===== src/rtl/mem_pkg.sv =====
// -----------------------------------------------------------------------------
// mem_pkg
// Definitions shared by the data-memory responder and its latency counter:
//   - resp_state_t  : responder FSM states
//   - WORD_OFF_BITS : byte-offset bits below the word index
//   - addr_ok()     : 1 when a byte address is word-aligned and inside the array
// -----------------------------------------------------------------------------
package mem_pkg;

    typedef enum logic [1:0] {
        IDLE = 2'd0,
        WAIT = 2'd1,
        RESP = 2'd2
    } resp_state_t;

    localparam int unsigned WORD_OFF_BITS = 2;

    // Returns 1 for a legal access. The caller flags an error when this is 0.
    // The bound is computed in 34 bits so NUMWORDS*4 cannot overflow.
    function automatic logic addr_ok(input logic [31:0] addr, input int unsigned numwords);
        logic [33:0] limit;
        limit = 34'(numwords) << WORD_OFF_BITS;
        return (addr[WORD_OFF_BITS-1:0] == '0) && ({2'b00, addr} < limit);
    endfunction

endpackage


===== src/rtl/latency_counter.sv =====
// -----------------------------------------------------------------------------
// latency_counter
// Loadable down-counter with a zero flag. It saturates at zero. It only takes
// a new value through load_i.
// Ports:
//   clk_i       in   clock
//   rst_ni      in   asynchronous reset, active-low (count -> 0)
//   load_i      in   load load_val_i this cycle (has priority over dec_i)
//   load_val_i  in   value to load
//   dec_i       in   decrement this cycle (ignored at zero)
//   zero_o      out  count is zero
// -----------------------------------------------------------------------------
module latency_counter #(
    parameter int unsigned WIDTH = 1
) (
    input  logic             clk_i,
    input  logic             rst_ni,
    input  logic             load_i,
    input  logic [WIDTH-1:0] load_val_i,
    input  logic             dec_i,
    output logic             zero_o
);

    logic [WIDTH-1:0] cnt_q;
    logic [WIDTH-1:0] cnt_d;

    always_comb begin
        cnt_d = cnt_q;
        if (load_i) begin
            cnt_d = load_val_i;
        end else if (dec_i && (cnt_q != '0)) begin
            cnt_d = cnt_q - 1'b1;
        end
    end

    // NOTE: sequential state is updated with non-blocking assignments only, so every flop samples pre-edge values.
    always_ff @(posedge clk_i or negedge rst_ni) begin
        if (!rst_ni) begin
            cnt_q <= '0;
        end else begin
            cnt_q <= cnt_d;
        end
    end

    assign zero_o = (cnt_q == '0);

endmodule


===== src/rtl/dmem_responder.sv =====
// -----------------------------------------------------------------------------
// dmem_responder
// Slave end of the CPU data-memory port. The block accepts one word read or
// write. It waits LATENCY cycles and then returns read data or a write
// acknowledge with an error flag. The word array is inside this block.
// Ports:
//   clk_i        in   clock
//   rst_ni       in   asynchronous reset, active-low (also clears the array)
//   req_valid_i  in   request present
//   req_ready_o  out  request can be accepted (IDLE and out of reset)
//   req_we_i     in   1 = write, 0 = read
//   req_addr_i   in   byte address
//   req_wdata_i  in   write data
//   rsp_valid_o  out  response present
//   rsp_ready_i  in   requester consumes the response
//   rsp_rdata_o  out  read data; 0 for writes and errors
//   rsp_err_o    out  access was misaligned or out of range
// -----------------------------------------------------------------------------
module dmem_responder
    import mem_pkg::*;
#(
    parameter int unsigned NUMWORDS  = 32,
    parameter int unsigned DATAWIDTH = 32,
    parameter int unsigned LATENCY   = 2
) (
    input  logic                 clk_i,
    input  logic                 rst_ni,
    input  logic                 req_valid_i,
    output logic                 req_ready_o,
    input  logic                 req_we_i,
    input  logic [31:0]          req_addr_i,
    input  logic [DATAWIDTH-1:0] req_wdata_i,
    output logic                 rsp_valid_o,
    input  logic                 rsp_ready_i,
    output logic [DATAWIDTH-1:0] rsp_rdata_o,
    output logic                 rsp_err_o
);

    localparam int unsigned IDX_W = $clog2(NUMWORDS);
    localparam int unsigned CNT_W = (LATENCY > 1) ? $clog2(LATENCY) : 1;
    // WAIT lasts LATENCY-1 cycles: the counter runs from LATENCY-2 down to 0.
    localparam logic [CNT_W-1:0] CNT_LOAD = CNT_W'((LATENCY > 1) ? (LATENCY - 2) : 0);

    resp_state_t          state_q, state_d;
    logic                 we_q, we_d;
    logic [31:0]          addr_q, addr_d;
    logic [DATAWIDTH-1:0] wdata_q, wdata_d;
    logic [DATAWIDTH-1:0] rdata_q, rdata_d;
    logic                 err_q, err_d;
    logic [DATAWIDTH-1:0] mem_q [NUMWORDS];
    logic [DATAWIDTH-1:0] mem_d [NUMWORDS];

    logic                 ready_state;
    logic                 commit;
    logic                 cnt_load, cnt_dec, cnt_zero;

    // Operands of the commit. With LATENCY=1 the commit happens on the
    // acceptance edge, so the values come straight from the request port.
    // Otherwise they come from the latched copy.
    logic                 c_we;
    logic [31:0]          c_addr;
    logic [DATAWIDTH-1:0] c_wdata;
    logic [IDX_W-1:0]     c_idx;
    logic                 c_ok;

    latency_counter #(.WIDTH(CNT_W)) u_latency_counter (
        .clk_i      (clk_i),
        .rst_ni     (rst_ni),
        .load_i     (cnt_load),
        .load_val_i (CNT_LOAD),
        .dec_i      (cnt_dec),
        .zero_o     (cnt_zero)
    );

    // NOTE: every signal written in a combinational block gets a default first; otherwise a latch is inferred.
    always_comb begin
        state_d     = state_q;
        we_d        = we_q;
        addr_d      = addr_q;
        wdata_d     = wdata_q;
        ready_state = 1'b0;
        commit      = 1'b0;
        cnt_load    = 1'b0;
        cnt_dec     = 1'b0;
        unique case (state_q)
            IDLE: begin
                ready_state = 1'b1;
                if (req_valid_i) begin
                    we_d    = req_we_i;
                    addr_d  = req_addr_i;
                    wdata_d = req_wdata_i;
                    if (LATENCY == 1) begin
                        state_d = RESP;
                        commit  = 1'b1;
                    end else begin
                        state_d  = WAIT;
                        cnt_load = 1'b1;
                    end
                end
            end
            WAIT: begin
                if (cnt_zero) begin
                    state_d = RESP;
                    commit  = 1'b1;
                end else begin
                    cnt_dec = 1'b1;
                end
            end
            RESP: begin
                if (rsp_ready_i) begin
                    state_d = IDLE;
                end
            end
            default: state_d = IDLE;
        endcase
    end

    always_comb begin
        c_we    = (state_q == IDLE) ? req_we_i    : we_q;
        c_addr  = (state_q == IDLE) ? req_addr_i  : addr_q;
        c_wdata = (state_q == IDLE) ? req_wdata_i : wdata_q;
        c_idx   = c_addr[IDX_W+WORD_OFF_BITS-1:WORD_OFF_BITS];
        c_ok    = addr_ok(c_addr, NUMWORDS);

        rdata_d = rdata_q;
        err_d   = err_q;
        mem_d   = mem_q;
        if (commit) begin
            err_d   = !c_ok;
            rdata_d = '0;
            if (c_ok) begin
                if (c_we) begin
                    mem_d[c_idx] = c_wdata;
                end else begin
                    rdata_d = mem_q[c_idx];
                end
            end
        end
    end

    // NOTE: the array is reset like any other state because a reset must clear it; this keeps it in flops rather than RAM macros.
    always_ff @(posedge clk_i or negedge rst_ni) begin
        if (!rst_ni) begin
            state_q <= IDLE;
            we_q    <= 1'b0;
            addr_q  <= '0;
            wdata_q <= '0;
            rdata_q <= '0;
            err_q   <= 1'b0;
            for (int i = 0; i < int'(NUMWORDS); i++) begin
                mem_q[i] <= '0;
            end
        end else begin
            state_q <= state_d;
            we_q    <= we_d;
            addr_q  <= addr_d;
            wdata_q <= wdata_d;
            rdata_q <= rdata_d;
            err_q   <= err_d;
            mem_q   <= mem_d;
        end
    end

    // Gated by the reset so that ready is low while reset is held, although
    // the state register already reads IDLE.
    assign req_ready_o = ready_state && rst_ni;
    assign rsp_valid_o = (state_q == RESP);
    assign rsp_rdata_o = rdata_q;
    assign rsp_err_o   = err_q;

endmodule


===== config.mk =====
export PLATFORM = sky130hd
export DESIGN_NAME = dmem_responder
export DESIGN_NICKNAME = d
export VERILOG_FILES = /design/src/rtl/mem_pkg.sv /design/src/rtl/latency_counter.sv /design/src/rtl/dmem_responder.sv
export SDC_FILE = /design/constraint.sdc
export NUM_CORES = 2
export LEC_CHECK = 0
export CAP_MARGIN = 20
export CORE_MARGIN = 8
export CORE_UTILIZATION = 35
export CTS_CLUSTER_SIZE = 28
export DETAILED_ROUTE_END_ITERATION = 8
export PLACE_DENSITY = 0.51
export SLEW_MARGIN = 15
export SYNTH_ARGS = -nofsm -noshare
export SYNTH_HDL_FRONTEND = slang
export SYNTH_SLANG_ARGS = --single-unit

===== constraint.sdc =====
create_clock -name clk_i -period 2.5 [get_ports clk_i]
set_clock_uncertainty 0.05 [all_clocks]
set_input_delay 0.5 -clock clk_i [delete_from_list [all_inputs] [get_ports clk_i]]
set_output_delay 0.5 -clock clk_i [all_outputs]
set_load 0.01 [all_outputs]

==> results.txt <==
outcome: finished, violations left
failing checks: negative setup slack
Net Count, Synth: 5075
routed vias/inst: 5.826
clk root buf: clkbuf_16
Crit Path Max Fanout: 9
vias in the first global route: 38.73k
chip height: 393.1 µm
grt total ovfl: 0
Ports: 104
# DRC: 0
worst vdd ir: 1.069 mV
post-synthesis cell count: 5006
Slew HR: 41.68%
Net Sw Power: 0.02483 W
cell taking the most area after synthesis: dfrtp_1
Crit. End Element: register
Fillers: 12.75k
Worst R2R Start: state_q[1]$_DFFE_PN0P_
clock share of power: 28.7%
via count: 43.77k
Ys Warns: 0
Async S/R FF share, synth: 100.0%
setup violators final: 1066
f_max: 0.3559 GHz
Layout Nets: 5587
max cap viols: 0
overall routing resource usage: 23.27%
Initial Utilization: 35.20%
hold crit path type: in2reg
synth top area cells: dfrtp_1 (57%), a21oi_1 (11%), nor2_1 (8.2%), mux4_2 (4.7%), nand2_1 (3.4%)
post-layout util: 48.40%
Pint: 0.04124 W
post-route ant nets: 0
RD Place Congestion: 0.8575
mean post-synth cell area: 9.944 µm²
Worst Setup SP: state_q[1]$_DFFE_PN0P_
antenna violations before repair: 16
Core Region: 141400 µm²
CTS H-tree depth: 3
HP Start: req_addr_i[16]
top cell type's share of synthesized area: 56.55%
Final WS setup: -0.3096 ns
Inserted Clock Buffers: 121
setup TNS: -179.80 ns
insertion delay to the later sink of the worst-skew pair: 0.78 ns
commonest non-fill, non-tap cells in the layout: dfrtp_1 (1123), nor2_1 (936), a21oi_1 (927)
Buffers on Ports: 103
prevailing post-synth register cell: dfrtp_1
first-pass GRT wire length: 267700 µm
post-route minimum period: 2.810 ns
WS Path Type: reg2reg
Power Dens Cells: 965.3 nW/µm²
area grow syn2layout: 37.48%
number of DRC markers in iteration 0: 5401
Unique masters post-synth: 65
Final period util: 112.4%
most common cell after layout, fill and taps aside: dfrtp_1
combinational share of power: 42.3%
Static Leakage: 30.55 nW
Critical Path RT: 3.12 ns
Seq pwr share: 29.1%
sequential-to-total area share from yosys stat: 56.55%
max-slew violations: 0
die area: 154600 µm²
crit path launch type: register
RSZ-0062 raised after global routing: true
Final Total Pwr: 0.06607 W
switching share of power: 37.58%
Data arrival, critical path: 3.43 ns
cell area after synthesis: 49780 µm²
CTS clk-pin slew, worst paths: 0.06 ns
Die W: 393.1 µm
HPWL reported at the end of detailed placement: 116300 µm
wire per inst: 30.35 µm
clk sinks: 1125
routed wire length: 228000 µm
maximum number of pins on one net before global-route repair: 147
Least-Margin Pin Slew: 0.8748 ns
final hold violations: 0
CTS tree: yes
layout cell share with drive strength beyond 1: 27.83%
number of enable flip-flop cells after synthesis: 0
Synth Register Bits: 1125
Core Rows: 138
DR pass1 iterations: 5
CTS Buffer Depth: 3
[metrics by stage]
| step | cell area [µm²] | hold WS, ns | worst slack (ns) | cells |
|---|---|---|---|---|
| 2_1_floorplan | 49780 | 0.1544 | 0.002453 | 5006 |
| 3_3_place_gp | 57090 | 0.4354 | -1.055 | 7017 |
| 3_5_place_dp | 57090 | 0.4451 | -1.006 | 7017 |
| 4_1_cts | 62560 | 0.2584 | -0.2705 | 7293 |
| 5_1_grt | 68420 | 0.2798 | -0.3530 | 7505 |
| 6_report | 68440 | 0.2918 | -0.3096 | 7512 |
[critical path, stage by stage, from the launching register on]
cell and delay [ns]:
dfrtp_2 0.44, buf_12 0.16, o21ai_4 0.16, buf_6 0.11, and2_4 0.29, buf_12 0.14, buf_12 0.11, nand4_4 0.09
buf_12 0.17, nor3_4 0.33, buf_6 0.23, clkbuf_16 0.21, nor2_1 0.05, a21oi_1 0.12
[cell families (layout without fill, tap and decap cells)]
family,Yosys count,after routing,share of synthesized area (%)
AND/OR/NAND/NOR,1808,1809,15.42
buffers and inverters,442,1047,4.401
multiplexers,314,314,9.066
other,0,10,0
flip-flops,1125,1125,56.55
AO/OA/AOI/OAI,1317,1317,14.56
[power groups by stage]
stage	registers, W	logic [W]	clock network (W)
after floorplan	0.0193	0.0112	0
after global placement	0.0195	0.0232	0
after detailed placement	0.0195	0.0232	0
after CTS	0.0192	0.0250	0.0191
after global routing	0.0193	0.0286	0.0198
final	0.0192	0.0279	0.0189
[final timing paths]
path / endpoint / slack (ns) / cells past startpoint
max reg2reg: mem_q[109]$_DFFE_PN0P_ / -0.31 / 13
min: addr_q[16]$_DFFE_PN0P_ / 0.29 / 2
min in group asynchronous: mem_q[622]$_DFFE_PN0P_ / 0.48 / 4
max in group asynchronous: mem_q[375]$_DFFE_PN0P_ / 0.95 / 5
max: mem_q[109]$_DFFE_PN0P_ / -0.31 / 13
min reg2reg: we_q$_DFFE_PN0P_ / 0.46 / 1
[sequential cells by signal, indices dropped and copies added, names as in the netlist]
name / cells
mem_q: 1024
u_latency_counter.cnt_q: 1
rsp_rdata_o: 32
wdata_q: 32
rsp_err_o: 1
state_q: 2
addr_q: 32
we_q: 1
[cell usage after synthesis (all sizes together) (6+ instances only)]
library cell,instances
a21oi,1056
a221oi,22
a22o,12
a311oi,6
a31oi,39
a32o,7
a32oi,50
and3,26
buf,295
clkbuf,141
dfrtp,1125
inv,6
mux2,65
mux2i,146
mux4,103
nand2,460
nand3,115
nand4,38
nor2,1092
nor3,31
nor4,18
o21a,15
o21ai,34
o22ai,32
o31ai,14
[metal layers]
layer  vias to the layer above  global-route usage (%)  part of all wire (%)
met3                       595                   3.843                    12
met5                         -                       0                 0.022
met2                      2539                   36.39                    43
met1                     22170                   33.38                    39
li1                      18450                       -                     -
met4                         8                   6.773                   5.5
[area by class of cell]
class	instances	area, µm²	area share, %
flip-flops and latches	1125	28150	41.14
clock buffers	169	3500	5.114
diodes	10	25.02	0.03656
multi-input cells	3440	21920	32.03
inverters	6	22.52	0.03291
repair buffers	824	11830	17.28
clock inverters	48	623.1	0.9105
well taps	1890	2365	3.455
[timing repair]
action	CTS	global route
setup buffers	46	92
setup endpoints to repair	1071	1070
gates resized for setup	126	621
gates cloned	12	120
endpoints found under the hold margin	62	0
hold buffers	1	0
pin swaps	29	118
(Power assumes the default switching activity.)
